`src/rtl/fetch_pkg.sv`:
```
// Shared types and defaults for the instruction fetch sequencer.
// Fetch FSM states plus default bus widths and reset PC.
package fetch_pkg;

  localparam int PC_W_DEF    = 8;
  localparam int ADDR_W_DEF  = 16;
  localparam int INSTR_W_DEF = 32;
  localparam int RESET_PC    = 0;

  typedef enum logic [1:0] {
    FETCH = 2'd0,
    WAIT  = 2'd1,
    HOLD  = 2'd2
  } fetch_state_e;

endpackage

```
`src/rtl/instruction_fetch_sequencer_if.sv`:
```
// Fetch bus: RAM request/response, decode handoff and redirect.
// master = fetch sequencer, slave = RAM/decode/branch side.
interface instruction_fetch_sequencer_if
  import fetch_pkg::*;
#(
  parameter int PC_WIDTH    = PC_W_DEF,
  parameter int ADDR_WIDTH  = ADDR_W_DEF,
  parameter int INSTR_WIDTH = INSTR_W_DEF
);

  logic                   run;
  logic                   mem_req;
  logic [ADDR_WIDTH-1:0]  mem_addr;
  logic                   mem_rvalid;
  logic [INSTR_WIDTH-1:0] mem_rdata;
  logic                   instr_valid;
  logic                   instr_ready;
  logic [INSTR_WIDTH-1:0] instr_out;
  logic [PC_WIDTH-1:0]    instr_pc;
  logic                   branch_valid;
  logic [PC_WIDTH-1:0]    branch_target;
  logic [15:0]            fetch_count;

  modport master (
    input  run,
    input  mem_rvalid,
    input  mem_rdata,
    input  instr_ready,
    input  branch_valid,
    input  branch_target,
    output mem_req,
    output mem_addr,
    output instr_valid,
    output instr_out,
    output instr_pc,
    output fetch_count
  );

  modport slave (
    output run,
    output mem_rvalid,
    output mem_rdata,
    output instr_ready,
    output branch_valid,
    output branch_target,
    input  mem_req,
    input  mem_addr,
    input  instr_valid,
    input  instr_out,
    input  instr_pc,
    input  fetch_count
  );

endinterface

```
`src/rtl/fetch_pc_reg.sv`:
```
// Program counter register: reset, redirect load, or increment.
// Load wins over increment; increment wraps modulo 2^PC_WIDTH.
module fetch_pc_reg
  import fetch_pkg::*;
#(
  parameter int PC_WIDTH = PC_W_DEF,
  parameter int RST_PC   = RESET_PC
) (
  input  logic                clk,
  input  logic                rst,
  input  logic                load,
  input  logic [PC_WIDTH-1:0] target,
  input  logic                inc,
  output logic [PC_WIDTH-1:0] pc
);

  always_ff @(posedge clk) begin
    if (rst) begin
      pc <= PC_WIDTH'(RST_PC);
    end else if (load) begin
      pc <= target;
    end else if (inc) begin
      pc <= pc + PC_WIDTH'(1);
    end
  end

endmodule

```
`src/rtl/instruction_fetch_sequencer.sv`:
```
// Fetch sequencer: one outstanding RAM read, registered handoff
// to decode, redirect with squash of an in-flight response.
module instruction_fetch_sequencer
  import fetch_pkg::*;
#(
  parameter int PC_WIDTH    = PC_W_DEF,
  parameter int ADDR_WIDTH  = ADDR_W_DEF,
  parameter int INSTR_WIDTH = INSTR_W_DEF,
  parameter int RST_PC      = RESET_PC
) (
  input logic clk,
  input logic rst,
  instruction_fetch_sequencer_if.master bus
);

  fetch_state_e        state, state_n;
  logic                drop, drop_n;
  logic [PC_WIDTH-1:0] pc;
  logic                req;
  logic                pc_load;
  logic                pc_inc;
  logic                cap;
  logic                handoff;

  fetch_pc_reg #(
    .PC_WIDTH (PC_WIDTH),
    .RST_PC   (RST_PC)
  ) u_pc (
    .clk    (clk),
    .rst    (rst),
    .load   (pc_load),
    .target (bus.branch_target),
    .inc    (pc_inc),
    .pc     (pc)
  );

  assign req          = (state == FETCH) && bus.run && !bus.branch_valid;
  assign bus.mem_req  = req;
  assign bus.mem_addr = ADDR_WIDTH'(pc);

  always_comb begin
    state_n = state;
    drop_n  = drop;
    pc_load = 1'b0;
    pc_inc  = 1'b0;
    cap     = 1'b0;
    handoff = 1'b0;
    if (bus.branch_valid) begin
      pc_load = 1'b1;
      unique case (state)
        FETCH: state_n = FETCH;
        WAIT: begin
          if (bus.mem_rvalid) begin
            drop_n  = 1'b0;
            state_n = FETCH;
          end else begin
            drop_n  = 1'b1;
          end
        end
        HOLD:    state_n = FETCH;
        default: state_n = FETCH;
      endcase
    end else begin
      unique case (state)
        FETCH: begin
          if (req) state_n = WAIT;
        end
        WAIT: begin
          if (bus.mem_rvalid) begin
            if (drop) begin
              drop_n  = 1'b0;
              state_n = FETCH;
            end else begin
              cap     = 1'b1;
              pc_inc  = 1'b1;
              state_n = HOLD;
            end
          end
        end
        HOLD: begin
          if (bus.instr_ready) begin
            handoff = 1'b1;
            state_n = FETCH;
          end
        end
        default: state_n = FETCH;
      endcase
    end
  end

  always_ff @(posedge clk) begin
    if (rst) begin
      state <= FETCH;
      drop  <= 1'b0;
    end else begin
      state <= state_n;
      drop  <= drop_n;
    end
  end

  // Handoff registers; a redirect clears valid but keeps the stale payload.
  always_ff @(posedge clk) begin
    if (rst) begin
      bus.instr_valid <= 1'b0;
      bus.instr_out   <= '0;
      bus.instr_pc    <= '0;
      bus.fetch_count <= '0;
    end else begin
      if (bus.branch_valid) begin
        bus.instr_valid <= 1'b0;
      end else if (cap) begin
        bus.instr_valid <= 1'b1;
        bus.instr_out   <= bus.mem_rdata;
        bus.instr_pc    <= pc;
      end else if (handoff) begin
        bus.instr_valid <= 1'b0;
        bus.fetch_count <= bus.fetch_count + 16'd1;
      end
    end
  end

endmodule

```
`src/flat_wrapper.sv`:
```
// flat-port wrapper written by rule: the top's interface ports become plain ports
module instruction_fetch_sequencer_flat import fetch_pkg::*;
#(
  parameter int PC_WIDTH    = PC_W_DEF,
  parameter int ADDR_WIDTH  = ADDR_W_DEF,
  parameter int INSTR_WIDTH = INSTR_W_DEF,
  parameter int RST_PC      = RESET_PC
)
  (clk, rst, bus_run, bus_mem_rvalid, bus_mem_rdata, bus_instr_ready, bus_branch_valid, bus_branch_target, bus_mem_req, bus_mem_addr, bus_instr_valid, bus_instr_out, bus_instr_pc, bus_fetch_count);
  instruction_fetch_sequencer_if #(.PC_WIDTH(PC_WIDTH), .ADDR_WIDTH(ADDR_WIDTH), .INSTR_WIDTH(INSTR_WIDTH)) bus_i ();
  input logic clk;
  input logic rst;
  input wire logic [$bits(bus_i.run)-1:0] bus_run;
  input wire logic [$bits(bus_i.mem_rvalid)-1:0] bus_mem_rvalid;
  input wire logic [$bits(bus_i.mem_rdata)-1:0] bus_mem_rdata;
  input wire logic [$bits(bus_i.instr_ready)-1:0] bus_instr_ready;
  input wire logic [$bits(bus_i.branch_valid)-1:0] bus_branch_valid;
  input wire logic [$bits(bus_i.branch_target)-1:0] bus_branch_target;
  output wire logic [$bits(bus_i.mem_req)-1:0] bus_mem_req;
  output wire logic [$bits(bus_i.mem_addr)-1:0] bus_mem_addr;
  output wire logic [$bits(bus_i.instr_valid)-1:0] bus_instr_valid;
  output wire logic [$bits(bus_i.instr_out)-1:0] bus_instr_out;
  output wire logic [$bits(bus_i.instr_pc)-1:0] bus_instr_pc;
  output wire logic [$bits(bus_i.fetch_count)-1:0] bus_fetch_count;
  assign bus_i.run = bus_run;
  assign bus_i.mem_rvalid = bus_mem_rvalid;
  assign bus_i.mem_rdata = bus_mem_rdata;
  assign bus_i.instr_ready = bus_instr_ready;
  assign bus_i.branch_valid = bus_branch_valid;
  assign bus_i.branch_target = bus_branch_target;
  assign bus_mem_req = bus_i.mem_req;
  assign bus_mem_addr = bus_i.mem_addr;
  assign bus_instr_valid = bus_i.instr_valid;
  assign bus_instr_out = bus_i.instr_out;
  assign bus_instr_pc = bus_i.instr_pc;
  assign bus_fetch_count = bus_i.fetch_count;
  instruction_fetch_sequencer #(.PC_WIDTH(PC_WIDTH), .ADDR_WIDTH(ADDR_WIDTH), .INSTR_WIDTH(INSTR_WIDTH), .RST_PC(RST_PC)) u_core (.clk(clk), .rst(rst), .bus(bus_i));
endmodule
```
`config.mk`:
```
export PLATFORM = sky130hd
export DESIGN_NAME = instruction_fetch_sequencer_flat
export DESIGN_NICKNAME = d
export VERILOG_FILES = /design/src/rtl/fetch_pkg.sv /design/src/rtl/instruction_fetch_sequencer_if.sv /design/src/rtl/fetch_pc_reg.sv /design/src/rtl/instruction_fetch_sequencer.sv /design/src/flat_wrapper.sv
export SDC_FILE = /design/constraint.sdc
export NUM_CORES = 1
export LEC_CHECK = 0
export CAP_MARGIN = 10
export CORE_MARGIN = 4
export CORE_UTILIZATION = 30
export CTS_CLUSTER_DIAMETER = 50
export CTS_CLUSTER_SIZE = 25
export DETAILED_ROUTE_END_ITERATION = 10
export GPL_ROUTABILITY_DRIVEN = 0
export GPL_TIMING_DRIVEN = 1
export PLACE_DENSITY = 0.61
export SLEW_MARGIN = 20
export SYNTH_ARGS = -nofsm -noshare
export SYNTH_HDL_FRONTEND = slang
export SYNTH_SLANG_ARGS = --single-unit
```
`constraint.sdc`:
```
create_clock -name clk -period 3.8 [get_ports clk]
set_input_delay 0.76 -clock clk [delete_from_list [all_inputs] [get_ports clk]]
set_output_delay 0.76 -clock clk [all_outputs]
set_load 0.02 [all_outputs]
```
### Yosys cells after proc, flatten, opt, wreduce, memory -nomap -nowiden

Cells that the tools add are included.
W data, S select, Z words.

* register bits after elaboration: 68
* output and inout port bits: 74
* bits of input ports: 46
* logic and storage cells: 53

* equal/unequal tests: 5
* add/sub/neg operators: 2
* bitwise operators: 2
* muxes and demuxes: 25
* reductions and logical operators: 12

Operators by type and width (number)
* $add A16 B1 Y16 const B: 1
* $mux W8: 2
* $mux W1: 15
* $mux W2: 7
* $add A8 B1 Y8 const B: 1
* $ne A3 B3 Y1 const B: 2
* $pmux W2 S3: 1
* $reduce_and A3 Y1: 2
* $reduce_bool A2 Y1: 3
* $reduce_and A2 Y1: 2
* $eq A2 B1 Y1 const B: 1
* $eq A2 B2 Y1 const B: 1
* $logic_and A1 B1 Y1: 2
* $logic_not A2 Y1: 1
* $ne A2 B2 Y1 const B: 1
* $not A1 Y1: 2
* $reduce_or A2 Y1: 1
* $logic_not A1 Y1: 1

### Longest topological paths before layout

Gate-level depths: netlist of run 1.

* depth after elaboration: 6
* mapped depth: 7
* depth with buffers taken out: 4

### Hierarchy

A second synthesis of run 1 with hierarchy kept.

* cells, all modules: 337
* area total of the unflattened synthesis: 2819.0 um2

By module, submodules not included
* instruction_fetch_sequencer: cells each 284, sequential area each 1201.2 um2, times used 1, area each 2354.8 um2
* fetch_pc_reg: cells each 53, sequential area each 160.2 um2, times used 1, area each 464.2 um2

### Worst setup path after synthesis of run 1

Ideal clock, no wire load.

* path type: in2out
* from: input port bus_branch_valid
* to: output port bus_mem_req
* stages: 3
* buffers on the path: 2
* data required time: 3.040 ns
* setup slack: 1.351 ns
* arrival time: 1.689 ns
* path through: buf_1 clkbuf_1 nor3_1

* longest elaborated chain between the ends: 2

RTL lines
* from (decl): line flat_wrapper.sv:17 `input wire logic [$bits(bus_i.branch_valid)-1:0] bus_branch_valid;`
* $logic_not A1 Y1: line instruction_fetch_sequencer.sv:37 `assign req = (state == FETCH) && bus.run && !bus.branch_valid;`
* $logic_and A1 B1 Y1: line instruction_fetch_sequencer.sv:37
* to (decl): line flat_wrapper.sv:19 `output wire logic [$bits(bus_i.mem_req)-1:0] bus_mem_req;`

No other way between the ends.

### Worst setup path after layout of run 1

* from: input port bus_run
* to: output port bus_mem_req

* longest elaborated chain between the ends: 2

RTL lines
* from (decl): line flat_wrapper.sv:13 `input wire logic [$bits(bus_i.run)-1:0] bus_run;`
* $logic_and A1 B1 Y1 (2 in series): line instruction_fetch_sequencer.sv:37

No other way between the ends.

==> results.py, run 1 <==
metrics = {
    "status": {
        "status": "finished clean",
    },
    "layout": {
        "layout-drive-gt1-share": 0.0644,
        "ff_latch_area_mm2": 0.00136,
        "multi_input_area_mm2": 0.00129,
        "synthToLayoutAreaGrowth_pct": 48.8,
        "fillers": 944,
        "fin_nets": 493,
        "diodes": 0,
    },
    "synth": {
        "synth_seq_area_share": 0.485,
        "syn_area_per_cell_um2": 8.23,
        "ys_warn_count": 0,
        "synthArstFlopShare": 0,
        "yosys_register_bits": 68,
        "synthFlopType": "dfxtp_1",
        "syn_area_mm2": 0.00281,
        "ys_types": 39,
        "synth_edf_count": 0,
        "synthCells": 341,
    },
    "cts": {
        "cts.path.max_buffers": 2,
        "cts_buffers": 9,
        "clk_latency_ns": 0.34,
        "tritoncts": "done",
        "post_cts_resize_count": 0,
        "cts_root_buf": "clkbuf_8",
        "cts.clk_slew.worst_paths_ns": 0.07,
        "cts_num_sinks": 68,
        "htreeDepth": 3,
        "post_cts_buffers": 0,
        "cts-hold-fix-buffers": 0,
    },
    "timing": {
        "rsz0062_at_grt": "false",
        "max_freq_ghz": 0.341,
        "period_share": 0.772,
        "finClkSkew_ns": 0.00964,
        "period_minus_slack_ns": 2.93,
        "slew_viol_final": 0,
        "slew_headroom": 0.538,
        "hold_viol_final": 0,
        "fin_setup_tns_ns": 0,
        "finalSetupViolCount": 0,
        "worstMarginPinSlew_ns": 0.694,
    },
    "worst_setup_path": {
        "crit_path_top_delay_cell": "clkdlybuf4s50_1",
        "crit_start": "bus_run",
        "worst_r2r_endpoint": "u_core.u_pc.pc[1]",
        "worstPathCellList": "clkdlybuf4s50_1 > nand2b_1 > nor3_1 > clkdlybuf4s50_1",
        "path_common_cell": "clkdlybuf4s50_1",
        "reg2reg_depth": 5,
        "cp.arrival_ns": 2.17,
        "crit_end": "bus_mem_req",
        "reg2reg_setup_slack_ns": 2.00,
        "cp-end-kind": "output pin",
        "timing.rr.start": "u_core.state[0]",
        "crit_required_ns": 3.04,
        "worstPathMaxFanout": 3,
        "critPathMaxStageDelay_ns": 0.65,
        "setup.worst_path.class": "in2out",
        "startpoint_type": "input pin",
    },
    "hold_path": {
        "holdCritPathClass": "reg2reg",
        "worstHoldStart": "u_core.bus.instr_pc[1]",
    },
    "power": {
        "powerDensity_mw_per_mm2": 360,
        "comb_power_share": 0.106,
        "switching_share": 0.238,
        "ir_drop_v": 0.000131,
        "p_total_mw": 1.50,
        "p_clk_frac": 0.401,
        "p_switching_uw": 358,
        "p_int_mw": 1.15,
        "p_leak_nw": 1.47,
        "seqPwrFrac": 0.493,
    },
    "route": {
        "routed_via_density": 4.64,
        "drt_iter0_drc": 72,
        "num_vias": 2602,
        "wl_per_cell_um": 13.2,
        "dr.pass1.iters": 4,
        "drtAntennaViolNets": 0,
        "drcViolationCount": 0,
        "routed_wl_um": 7410,
    },
    "global_routing": {
        "grt_pass1_wl_um": 12100,
        "grt_max_degree": 41,
        "grt-ovfl-total": 0,
        "track_usage": 0.135,
        "antenna_found_initial": 0,
        "grt_pass1_vias": 2511,
    },
    "die": {
        "die_area_mm2": 0.0110,
        "ios": 120,
        "die_x_um": 105,
        "fp-row-count": 35,
        "die_h_um": 105,
        "core_area_mm2": 0.00920,
        "start_util": 0.305,
    },
    "run": {
        "drv_cap": 0,
    },
    "place": {
        "place_hpwl_um": 5170,
        "portBuffers": 111,
    },
}
[worst max-delay path, delay by kind of cell]
| family | cells | cell delay (ns) |
|---|---|---|
| buf+inv | 2 | 1.14 |
| simple gates | 2 | 0.26 |
[registers in the layout, summed over array words and instances (netlist names)]
signal	flops
u_core.bus.instr_valid	1
u_core.state	2
u_core.drop	1
u_core.bus.instr_pc	8
u_core.bus.fetch_count	16
u_core.bus.instr_out	32
u_core.u_pc.pc	8
[cell usage after synthesis, types with 2 or more instances]
master     n  area (um^2)
a21oi_1   54          270
and2_1     2         12.5
and3_1     4         25.0
buf_1      2         7.51
buf_2      3         15.0
buf_4      8         60.1
clkbuf_1  16         60.1
dfxtp_1   68         1360
ha_1       2         25.0
inv_1      8         30.0
mux2i_1    3         30.0
nand2_1   87          327
nand2b_1   2         12.5
nand3_1    3         15.0
nand4_1    9         56.3
nor2_1    16         60.1
nor3_1     3         15.0
o21a_1     6         45.0
o21ai_0    5         25.0
o31ai_1    3         22.5
or3_1      3         18.8
or4_1      3         22.5
xnor2_1    8         70.1
xor2_1     8         70.1
[layer usage]
metal,vias up,share of wire,track usage
met5,-,0,0
met2,86,0.45,0.207
met3,6,0.10,0.0673
met1,1181,0.44,0.167
li1,1329,-,-
met4,0,0.0085,0.0384
[power groups by stage]
| stage | Clock (mW) | Combinational [mW] | Sequential (mW) |
|---|---|---|---|
| finish | 0.603 | 0.160 | 0.742 |
| global route | 0.667 | 0.173 | 0.743 |
| CTS | 0.629 | 0.162 | 0.742 |
| detailed placement | 0 | 0.160 | 0.758 |
| global placement | 0 | 0.159 | 0.757 |
| floorplan | 0 | 0.0686 | 0.769 |
[how the worst min path moves through the flow]
stage	cells past startpoint	slack, ns	end
after floorplan	1	0.51	u_core.state[0]
after global placement	2	0.44	u_core.bus.instr_out[23]
after detailed placement	2	0.45	u_core.bus.instr_pc[1]
after CTS	2	0.46	u_core.bus.instr_out[8]
after global routing	2	0.47	u_core.bus.instr_out[20]
final	2	0.45	u_core.bus.instr_pc[1]
[final cells by class]
type / instances / share of cell area
flip-flops and latches: 68 / 0.326
inverters: 8 / 0.00719
multi-input cells: 242 / 0.309
well taps: 111 / 0.0332
clock inverters: 5 / 0.0120
clock buffers: 11 / 0.0362
repair buffers: 116 / 0.277
[through the flow]
stage               setup WS, ns  area [um^2]  hold slack [ns]  cells   util
finish                     0.868         4180            0.454    561  0.454
global route               0.821         4180            0.471    561  0.454
CTS                        0.874         4180            0.457    561  0.454
detailed placement         0.891         3980            0.446    545  0.433
global placement           0.920         3980            0.441    545  0.433
floorplan                   1.35         2830            0.511    348      -
[layout by cell type, fill, tap and decap left out, types with 4 or more instances in the layout]
| cell type | n |
|---|---|
| clkbuf_8 | 11 |
| o21ai_0 | 5 |
| o21a_1 | 6 |
| xor2_1 | 8 |
| nor2_1 | 15 |
| clkdlybuf4s50_1 | 110 |
| xnor2_1 | 8 |
| buf_4 | 4 |
| nand4_1 | 9 |
| inv_1 | 8 |
| nand2_1 | 87 |
| clkinv_2 | 4 |
| conb_1 | 8 |
| a21oi_1 | 54 |
| dfxtp_1 | 68 |
| and3_1 | 4 |
[logic make-up after synthesis]
| logic type | Yosys count | share of synthesized area |
|---|---|---|
| compound gates | 71 | 0.138 |
| xor+xnor | 16 | 0.0499 |
| fa+ha+maj | 2 | 0.00891 |
| buf+inv | 38 | 0.0655 |
| flops | 68 | 0.485 |
| mux | 4 | 0.0147 |
| other cells | 1 | 0.00134 |
| simple gates | 141 | 0.237 |
Power figures use the tool's default switching activity.
==> run 2, diff against run 1 <==
clock period = 2.7 ns   (was 3.8 ns; I/O delays follow)
==> run 2 against run 1 <==
Effect of this change: global-route usage up 0.057 points; sequential share of layout area up 0.078 points; hold slack worse by 0.0023 ns; count of clock-buffer cells in the layout up 2; combinational power up 42%; clock power up 24%; power up 34%; sequential power up 40%; utilization down 0.11 points; largest cell class unchanged; register-to-register slack worse by 1.1 ns; critical path type unchanged; setup slack worse by 0.64 ns; highest routed layer unchanged; first-iteration DRC count down 39%.
==> results.py, run 2 (same netlist as run 1, synthesis figures left out) <==
metrics = {
    "hold_path": {
        "holdCritPathClass": "reg2reg",
        "worstHoldEndpoint": "u_core.bus.instr_out[9]",
        "worstHoldStart": "u_core.bus.instr_out[9]",
        "hold_depth": 2,
    },
    "power": {
        "powerDensity_mw_per_mm2": 484,
        "p_leak_nw": 1.46,
        "ir_drop_v": 0.000245,
    },
    "worst_setup_path": {
        "worstPathMaxFanout": 3,
        "crit_required_ns": 2.16,
        "timing.rr.start": "u_core.state[0]",
        "worst_r2r_endpoint": "u_core.u_pc.pc[1]",
        "startpoint_type": "input pin",
        "setup.worst_path.class": "in2out",
        "reg2reg_setup_slack_ns": 0.93,
        "cp-end-kind": "output pin",
        "reg2reg_depth": 5,
        "cp.arrival_ns": 1.93,
    },
    "cts": {
        "cts_buffers": 9,
        "cts-hold-fix-buffers": 0,
        "cts.clk_slew.worst_paths_ns": 0.06,
        "cts_num_sinks": 68,
        "htreeDepth": 3,
        "cts_root_buf": "clkbuf_8",
        "clk_latency_ns": 0.34,
        "post_cts_resize_count": 0,
        "tritoncts": "done",
        "post_cts_buffers": 0,
        "cts.path.max_buffers": 2,
    },
    "die": {
        "die_h_um": 105,
        "fp-row-count": 35,
        "core_area_mm2": 0.00920,
        "die_x_um": 105,
        "ios": 120,
        "start_util": 0.305,
        "die_area_mm2": 0.0110,
    },
    "layout": {
        "synthToLayoutAreaGrowth_pct": 48.5,
        "final_cells": 561,
        "fillers": 921,
        "fin_area_mm2": 0.00417,
        "mostFrequentLayoutCells": "110 x clkdlybuf4s50_1, 87 x nand2_1, 68 x dfxtp_1, 54 x a21oi_1, 15 x nor2_1",
        "fin_nets": 495,
        "layout-drive-gt1-share": 0.0622,
        "top_register": "u_core.bus.instr_out",
        "top_regs": "u_core.bus.instr_out (32), u_core.bus.fetch_count (16)",
        "diodes": 0,
        "final_common_cell": "clkdlybuf4s50_1",
        "largest_reg_flops": 32,
    },
    "timing": {
        "period_share": 0.914,
        "finClkSkew_ns": 0.00767,
        "rsz0062_at_grt": "false",
        "period_minus_slack_ns": 2.47,
        "hold_viol_final": 0,
        "fin_setup_tns_ns": 0,
        "slew_viol_final": 0,
        "finalSetupViolCount": 0,
        "max_freq_ghz": 0.405,
    },
    "place": {
        "placed_area_mm2": 0.00399,
        "dp_cells": 547,
        "place_hpwl_um": 5290,
        "portBuffers": 111,
    },
    "route": {
        "num_vias": 2584,
        "wl_per_cell_um": 13.0,
        "routed_wl_um": 7300,
        "dr.pass1.iters": 4,
        "drtAntennaViolNets": 0,
        "routed_via_density": 4.61,
        "drcViolationCount": 0,
        "drt_iter0_drc": 44,
    },
    "global_routing": {
        "grt_pass1_vias": 2511,
        "grt_max_degree": 41,
        "grt-ovfl-total": 0,
        "track_usage": 0.135,
        "grt_pass1_wl_um": 12000,
        "antenna_found_initial": 0,
    },
    "status": {
        "status": "finished clean",
    },
    "run": {
        "drv_cap": 0,
    },
}
==> run 2: per-layer routing <==
layer,share of wire,GRT usage,vias up
met4,0.0089,0.0366,0
li1,-,-,1329
met3,0.10,0.0754,5
met2,0.45,0.214,86
met1,0.43,0.159,1164
met5,0,0,-
==> run 2: power breakdown <==
part	total, mW	internal (mW)	switching, mW
Sequential	1.04	1.02	0.0204
Clock	0.748	0.399	0.349
Combinational	0.227	0.122	0.105
Total	2.02	1.54	0.474
==> run 2: critical path, stage by stage <==
cell and delay (ns):
clkdlybuf4s50_1 0.48, nand2b_1 0.10, nor3_1 0.15, clkdlybuf4s50_1 0.65
==> run 2: worst max path at each step <==
stage | depth (start not counted) | start | end
after floorplan | 3 | bus_branch_valid | bus_mem_req
after global placement | 4 | bus_run | bus_mem_req
after detailed placement | 4 | bus_run | bus_mem_req
after CTS | 4 | bus_run | bus_mem_req
after global routing | 4 | bus_run | bus_mem_req
final | 4 | bus_run | bus_mem_req
==> run 2: through the flow <==
step,total power [mW],hold slack [ns],utilization,worst slack (ns)
finish,2.02,0.452,0.453,0.231
global route,2.13,0.471,0.453,0.127
CTS,2.07,0.456,0.453,0.244
detailed placement,1.29,0.448,0.434,0.249
global placement,1.29,0.441,0.434,0.258
floorplan,1.18,0.511,-,0.691
==> run 2: cell type report <==
cell class | count | area (um^2) | area share
flip-flops and latches | 68 | 1360 | 0.327
clock buffers | 13 | 169 | 0.0405
multi-input cells | 242 | 1290 | 0.310
repair buffers | 118 | 1170 | 0.281
clock inverters | 1 | 7.51 | 0.00180
well taps | 111 | 139 | 0.0333
inverters | 8 | 30.0 | 0.00720
